[src/rtl/ha_array_accumulator.sv]
// ---------------------------------------------------------------------------
// ha_array_accumulator
//
// Final summation stage for the unsigned 8x8 approximate multiplier. Takes the
// four compressed row pairs from the half-adder-array front end, reduces them
// in a two-stage pipeline and presents the 16-bit approximate product with a
// valid/ready handshake. Throughput is one beat per cycle; latency is 2 cycles.
//
// Parameters
//   SATURATE : 1 = clamp sums above 16'hFFFF to 16'hFFFF, 0 = keep low 16 bits
//   CNT_W    : width of the accepted-beat counter
//
// Ports
//   clk                 rising-edge clock
//   rst_n               asynchronous active-low reset
//   in_valid / in_ready input handshake (in_ready is combinational)
//   ha_array_k_b        7-bit carry vector of array k (k = 0..3)
//   ha_array_k_t        9-bit sum vector of array k
//   out_valid/out_ready output handshake
//   product             16-bit approximate product (held while stalled)
//   sat                 sum exceeded 16 bits (clamped or wrapped)
//   txn_cnt             accepted input beats, wraps modulo 2^CNT_W
// ---------------------------------------------------------------------------
module ha_array_accumulator #(
  parameter bit SATURATE = 1'b1,
  parameter int CNT_W    = 16
) (
  input  logic             clk,
  input  logic             rst_n,
  input  logic             in_valid,
  output logic             in_ready,
  input  logic [6:0]       ha_array_0_b,
  input  logic [6:0]       ha_array_1_b,
  input  logic [6:0]       ha_array_2_b,
  input  logic [6:0]       ha_array_3_b,
  input  logic [8:0]       ha_array_0_t,
  input  logic [8:0]       ha_array_1_t,
  input  logic [8:0]       ha_array_2_t,
  input  logic [8:0]       ha_array_3_t,
  output logic             out_valid,
  input  logic             out_ready,
  output logic [15:0]      product,
  output logic             sat,
  output logic [CNT_W-1:0] txn_cnt
);

  // Gather the row vectors so the per-row and per-pair arithmetic can be
  // generated uniformly.
  logic [8:0]  t_vec [4];
  logic [6:0]  b_vec [4];
  logic [9:0]  row   [4];

  assign t_vec[0] = ha_array_0_t;
  assign t_vec[1] = ha_array_1_t;
  assign t_vec[2] = ha_array_2_t;
  assign t_vec[3] = ha_array_3_t;
  assign b_vec[0] = ha_array_0_b;
  assign b_vec[1] = ha_array_1_b;
  assign b_vec[2] = ha_array_2_b;
  assign b_vec[3] = ha_array_3_b;

  // Carry bit b[i] has weight i+2 relative to the row base.
  genvar gi;
  generate
    for (gi = 0; gi < 4; gi++) begin : g_row
      assign row[gi] = {1'b0, t_vec[gi]} + {1'b0, b_vec[gi], 2'b00};
    end
  endgenerate

  // Pair sums. A row peaks at 1019, so row + (row << 2) peaks at 5095 and
  // needs 13 bits to avoid losing the top carry on all-ones inputs.
  logic [12:0] pair_next [2];

  generate
    for (gi = 0; gi < 2; gi++) begin : g_pair
      assign pair_next[gi] = {3'b000, row[2*gi]} + {1'b0, row[2*gi+1], 2'b00};
    end
  endgenerate

  // Handshake: each stage advances when it is empty or its consumer moves.
  logic s1_v_reg;
  logic s2_v_reg;
  logic s1_adv;
  logic s2_adv;

  assign s2_adv   = !s2_v_reg || out_ready;
  assign s1_adv   = !s1_v_reg || s2_adv;
  assign in_ready = s1_adv;

  // Stage 1: registered pair sums.
  logic [12:0] pair_reg [2];

  always_ff @(posedge clk or negedge rst_n) begin
    if (!rst_n) begin
      s1_v_reg <= 1'b0;
      for (int i = 0; i < 2; i++) begin
        pair_reg[i] <= '0;
      end
    end else if (s1_adv) begin
      s1_v_reg <= in_valid;
      for (int i = 0; i < 2; i++) begin
        pair_reg[i] <= pair_next[i];
      end
    end
  end

  // Stage 2: final 17-bit sum, then clamp or wrap into 16 bits.
  logic [16:0] sum17;
  logic        over;
  logic [15:0] product_next;
  logic [15:0] product_reg;
  logic        sat_reg;

  assign sum17        = {4'b0000, pair_reg[0]} + {pair_reg[1], 4'b0000};
  assign over         = sum17[16];
  assign product_next = (SATURATE && over) ? 16'hFFFF : sum17[15:0];

  always_ff @(posedge clk or negedge rst_n) begin
    if (!rst_n) begin
      s2_v_reg    <= 1'b0;
      product_reg <= '0;
      sat_reg     <= 1'b0;
    end else if (s2_adv) begin
      s2_v_reg    <= s1_v_reg;
      product_reg <= product_next;
      sat_reg     <= over;
    end
  end

  assign out_valid = s2_v_reg;
  assign product   = product_reg;
  assign sat       = sat_reg;

  // Accepted-beat counter, naturally wraps at 2^CNT_W.
  logic [CNT_W-1:0] txn_cnt_reg;

  always_ff @(posedge clk or negedge rst_n) begin
    if (!rst_n) begin
      txn_cnt_reg <= '0;
    end else if (in_valid && s1_adv) begin
      txn_cnt_reg <= txn_cnt_reg + {{(CNT_W-1){1'b0}}, 1'b1};
    end
  end

  assign txn_cnt = txn_cnt_reg;

endmodule

[config.mk]
export PLATFORM = sky130hd
export DESIGN_NAME = ha_array_accumulator
export DESIGN_NICKNAME = d
export VERILOG_FILES = /design/src/rtl/ha_array_accumulator.sv
export SDC_FILE = /design/constraint.sdc
export NUM_CORES = 1
export LEC_CHECK = 0
export CAP_MARGIN = 20
export CORE_ASPECT_RATIO = 0.8
export CORE_UTILIZATION = 54
export CTS_BUF_LIST = sky130_fd_sc_hd__clkbuf_4 sky130_fd_sc_hd__clkbuf_8
export DETAILED_ROUTE_END_ITERATION = 8
export DONT_BUFFER_PORTS = 1
export HOLD_SLACK_MARGIN = 0.06
export PLACE_DENSITY = 0.69
export SYNTH_ARGS = -nofsm -noshare
export SYNTH_HDL_FRONTEND = slang
export SYNTH_SLANG_ARGS = --single-unit
[constraint.sdc]
create_clock -name clk -period 3.1 [get_ports clk]
set_input_delay 0.62 -clock clk [delete_from_list [all_inputs] [get_ports clk]]
set_output_delay 0.62 -clock clk [all_outputs]
set_load 0.01 [all_outputs]
==> impl_metrics.env <==
export IMPL_synth_cells=433
export IMPL_r2r_start="pair_reg[0]"
export IMPL_tns_ps=0
export IMPL_yosys_area_top_type="dfrtp_1"
export IMPL_ctsLongestPathBuffers=2
export IMPL_rows=28
export IMPL_fmaxAchievable_ghz=0.344
export IMPL_drc=0
export IMPL_slew_headroom_pct=35.6
export IMPL_synth_area_leaders="dfrtp_1, ha_1, fa_1, xnor2_1, nor2_1"
export IMPL_drt_total_wl_mm=8.29
export IMPL_largest_reg_flops=26
export IMPL_min_period_ps=2910
export IMPL_hold_viol=0
export IMPL_area_growth_pct=11.6
export IMPL_worst_setup_hold_path_clk_slew_ps=70
export IMPL_htree_levels=3
export IMPL_io_buffers=0
export IMPL_ys_seq_area_share_pct=36.2
export IMPL_place_area_mm2=0.00449
export IMPL_post_cts_repair_setup_buffers=0
export IMPL_slew_viol_final=0
export IMPL_die_y_um=81.0
export IMPL_finalSetupViolCount=0
export IMPL_grt_pass1_vias=2967
export IMPL_drive_gt1_share_pct=11.5
export IMPL_vias=3029
export IMPL_worst_slew_pin_slew_ps=966
export IMPL_final_area_mm2=0.00470
export IMPL_place_congestion=0.781
export IMPL_synth_seq_cells=61
export IMPL_cp_max_fo=3
export IMPL_cellLeakagePower_uw=0.00213
export IMPL_holdCritPathClass="primary input to asynchronous set/reset pin"
export IMPL_dr_pass1_iters=4
export IMPL_syn_area_per_cell_um2=9.74
export IMPL_ff2ff_setup_slack_ps=540
export IMPL_r2r_end="product[6]"
export IMPL_maxCapViolations=0
export IMPL_ys_warn_count=0
export IMPL_track_usage_pct=21.1
export IMPL_grt_pass1_wl_mm=13.4
export IMPL_outcome="finished, final reports clean"
export IMPL_postRouteAntennaNets=0
export IMPL_syn_nets=558
export IMPL_pwr_density_cell_mw_per_mm2=804
export IMPL_dieWidth_um=101
export IMPL_insertedDiodeCount=0
export IMPL_timing_worst_setup_path_type="primary input to flip-flop"
export IMPL_end_kind="flip-flop"
export IMPL_antenna_found_initial=0
export IMPL_yosysTopAreaCellShare_pct=36.2
export IMPL_synth_area_mm2=0.00422
export IMPL_dieArea_mm2=0.00817
export IMPL_clock_latency_ps=340
export IMPL_wl_per_cell_um=14.8
export IMPL_yosys_cell_types_count=46
export IMPL_vias_per_cell=5.43
export IMPL_cts_root_buf="clkbuf_8"
export IMPL_synth_edf_count=0
export IMPL_grt_start_max_net_pins=62
export IMPL_fin_hold_ws_ps=152
export IMPL_finClkSkew_ps=7.84
export IMPL_r2r_cells=10
export IMPL_rsz0062_at_grt="no"
export IMPL_p_total_uw=3780
export IMPL_worstSetupStartpointType="primary input"
export IMPL_min_period_over_period_pct=93.7
export IMPL_cts_sinks=61
export IMPL_finalNetCount=573
export IMPL_coreArea_mm2=0.00746
export IMPL_initial_core_util_pct=56.5
export IMPL_worstPathRequired_ps=3330
export IMPL_io_pins=103
export IMPL_gr_total_overflow=0
export IMPL_cts_tree="yes"
export IMPL_cts_buffers=9
export IMPL_first_iter_violations=71
export IMPL_cp_data_arrival_time_ps=3130
export IMPL_dp_hpwl_mm=6.48
export IMPL_ir_worst_vdd_mv=0.276
export IMPL_ys_async_sr_fraction_pct=100
export IMPL_synth_ff_type="dfrtp_1"
==> logic make-up after synthesis <==
family | share of synthesized area (%)
fa+ha+maj | 20.3
compound gates | 15.8
simple gates | 15.6
mux | 0.267
flops | 36.2
xor+xnor | 9.11
buf+inv | 2.76
==> per-layer routing <==
metal / up-vias / global-route usage, % / part of all wire [%]
li1: 1539 / - / -
met5: - / 0 / 0
met4: 0 / 6.09 / 0.87
met2: 78 / 32.1 / 43
met1: 1405 / 29.3 / 50
met3: 7 / 6.11 / 5.8
==> metrics by stage <==
step,setup WS [ps],cells,utilization (%)
finish,194,558,63.0
global route,41.5,558,63.0
CTS,177,558,63.0
detailed placement,-176,541,60.1
global placement,-94.5,541,60.1
floorplan,-41.5,433,-
==> where the power goes <==
part	switching [µW]	total, µW	internal, µW
Clock	318	684	366
Combinational	929	1750	826
Sequential	277	1340	1060
==> synth_stat cells, types with 2 or more instances <==
library cell / n
o31ai_1: 4
ha_1: 38
nand2b_1: 9
nor2_1: 53
a41oi_1: 2
a21oi_1: 32
and4_1: 2
o21ai_0: 12
o211ai_1: 2
o21a_1: 3
fa_1: 19
or2_2: 2
xor2_1: 17
and2_1: 3
o41ai_1: 5
a31oi_1: 11
a21o_1: 10
nor3_1: 5
nand2_1: 48
clkbuf_1: 9
o31ai_4: 2
xnor2_1: 25
o311a_1: 2
o21bai_1: 2
nand3_1: 10
inv_1: 18
dfrtp_1: 61
a211oi_1: 6
and3_1: 4
==> placed cells by master (no fill, tap or decap), drive strengths merged, types with 9 or more instances in the layout <==
cell type	netlist	final
inv	18	18
nand3	10	10
dfrtp	61	61
o21ai	12	12
ha	38	38
nor2	53	53
clkbuf	9	9
a21oi	32	32
nand2	48	48
xnor2	25	25
a31oi	11	11
buf	1	14
xor2	18	18
fa	19	19
nand2b	9	9
a21o	10	10
==> how the worst max path moves through the flow <==
stage	from	to	slack (ps)	cells after the start
detailed placement	ha_array_1_b[0]	pair_reg[24]	-180	12
global placement	ha_array_1_b[0]	pair_reg[24]	-90	12
floorplan	ha_array_1_b[0]	pair_reg[24]	-40	14
finish	ha_array_3_b[0]	pair_reg[12]	190	12
global route	ha_array_1_b[0]	pair_reg[24]	40	14
CTS	ha_array_1_b[0]	pair_reg[24]	180	12
==> worst max-delay path, stage by stage <==
cell,delay (ps)
ha_4,140
fa_2,380
a21o_1,180
a21oi_2,130
xnor2_1,160
fa_1,490
ha_4,240
or2_4,240
a21o_1,170
o41ai_2,70
nor2_1,90
a31o_2,220
==> area by class of cell <==
class / count / area, µm²
Tap cell: 105 / 131
Multi-Input combinational cell: 343 / 2660
Clock inverter: 7 / 66.3
Timing Repair Buffer: 14 / 125
Clock buffer: 9 / 124
Sequential cell: 61 / 1530
Fill cell: 623 / 2760
Inverter: 19 / 71.3
==> what timing repair did <==
action | in CTS | in global routing
resized for setup | 0 | 1
hold buffers | 1 | 0
hold endpoints to repair | 61 | 0
endpoints found under the setup margin | 0 | 1
No activity file was read; power rests on OpenSTA's default activity.
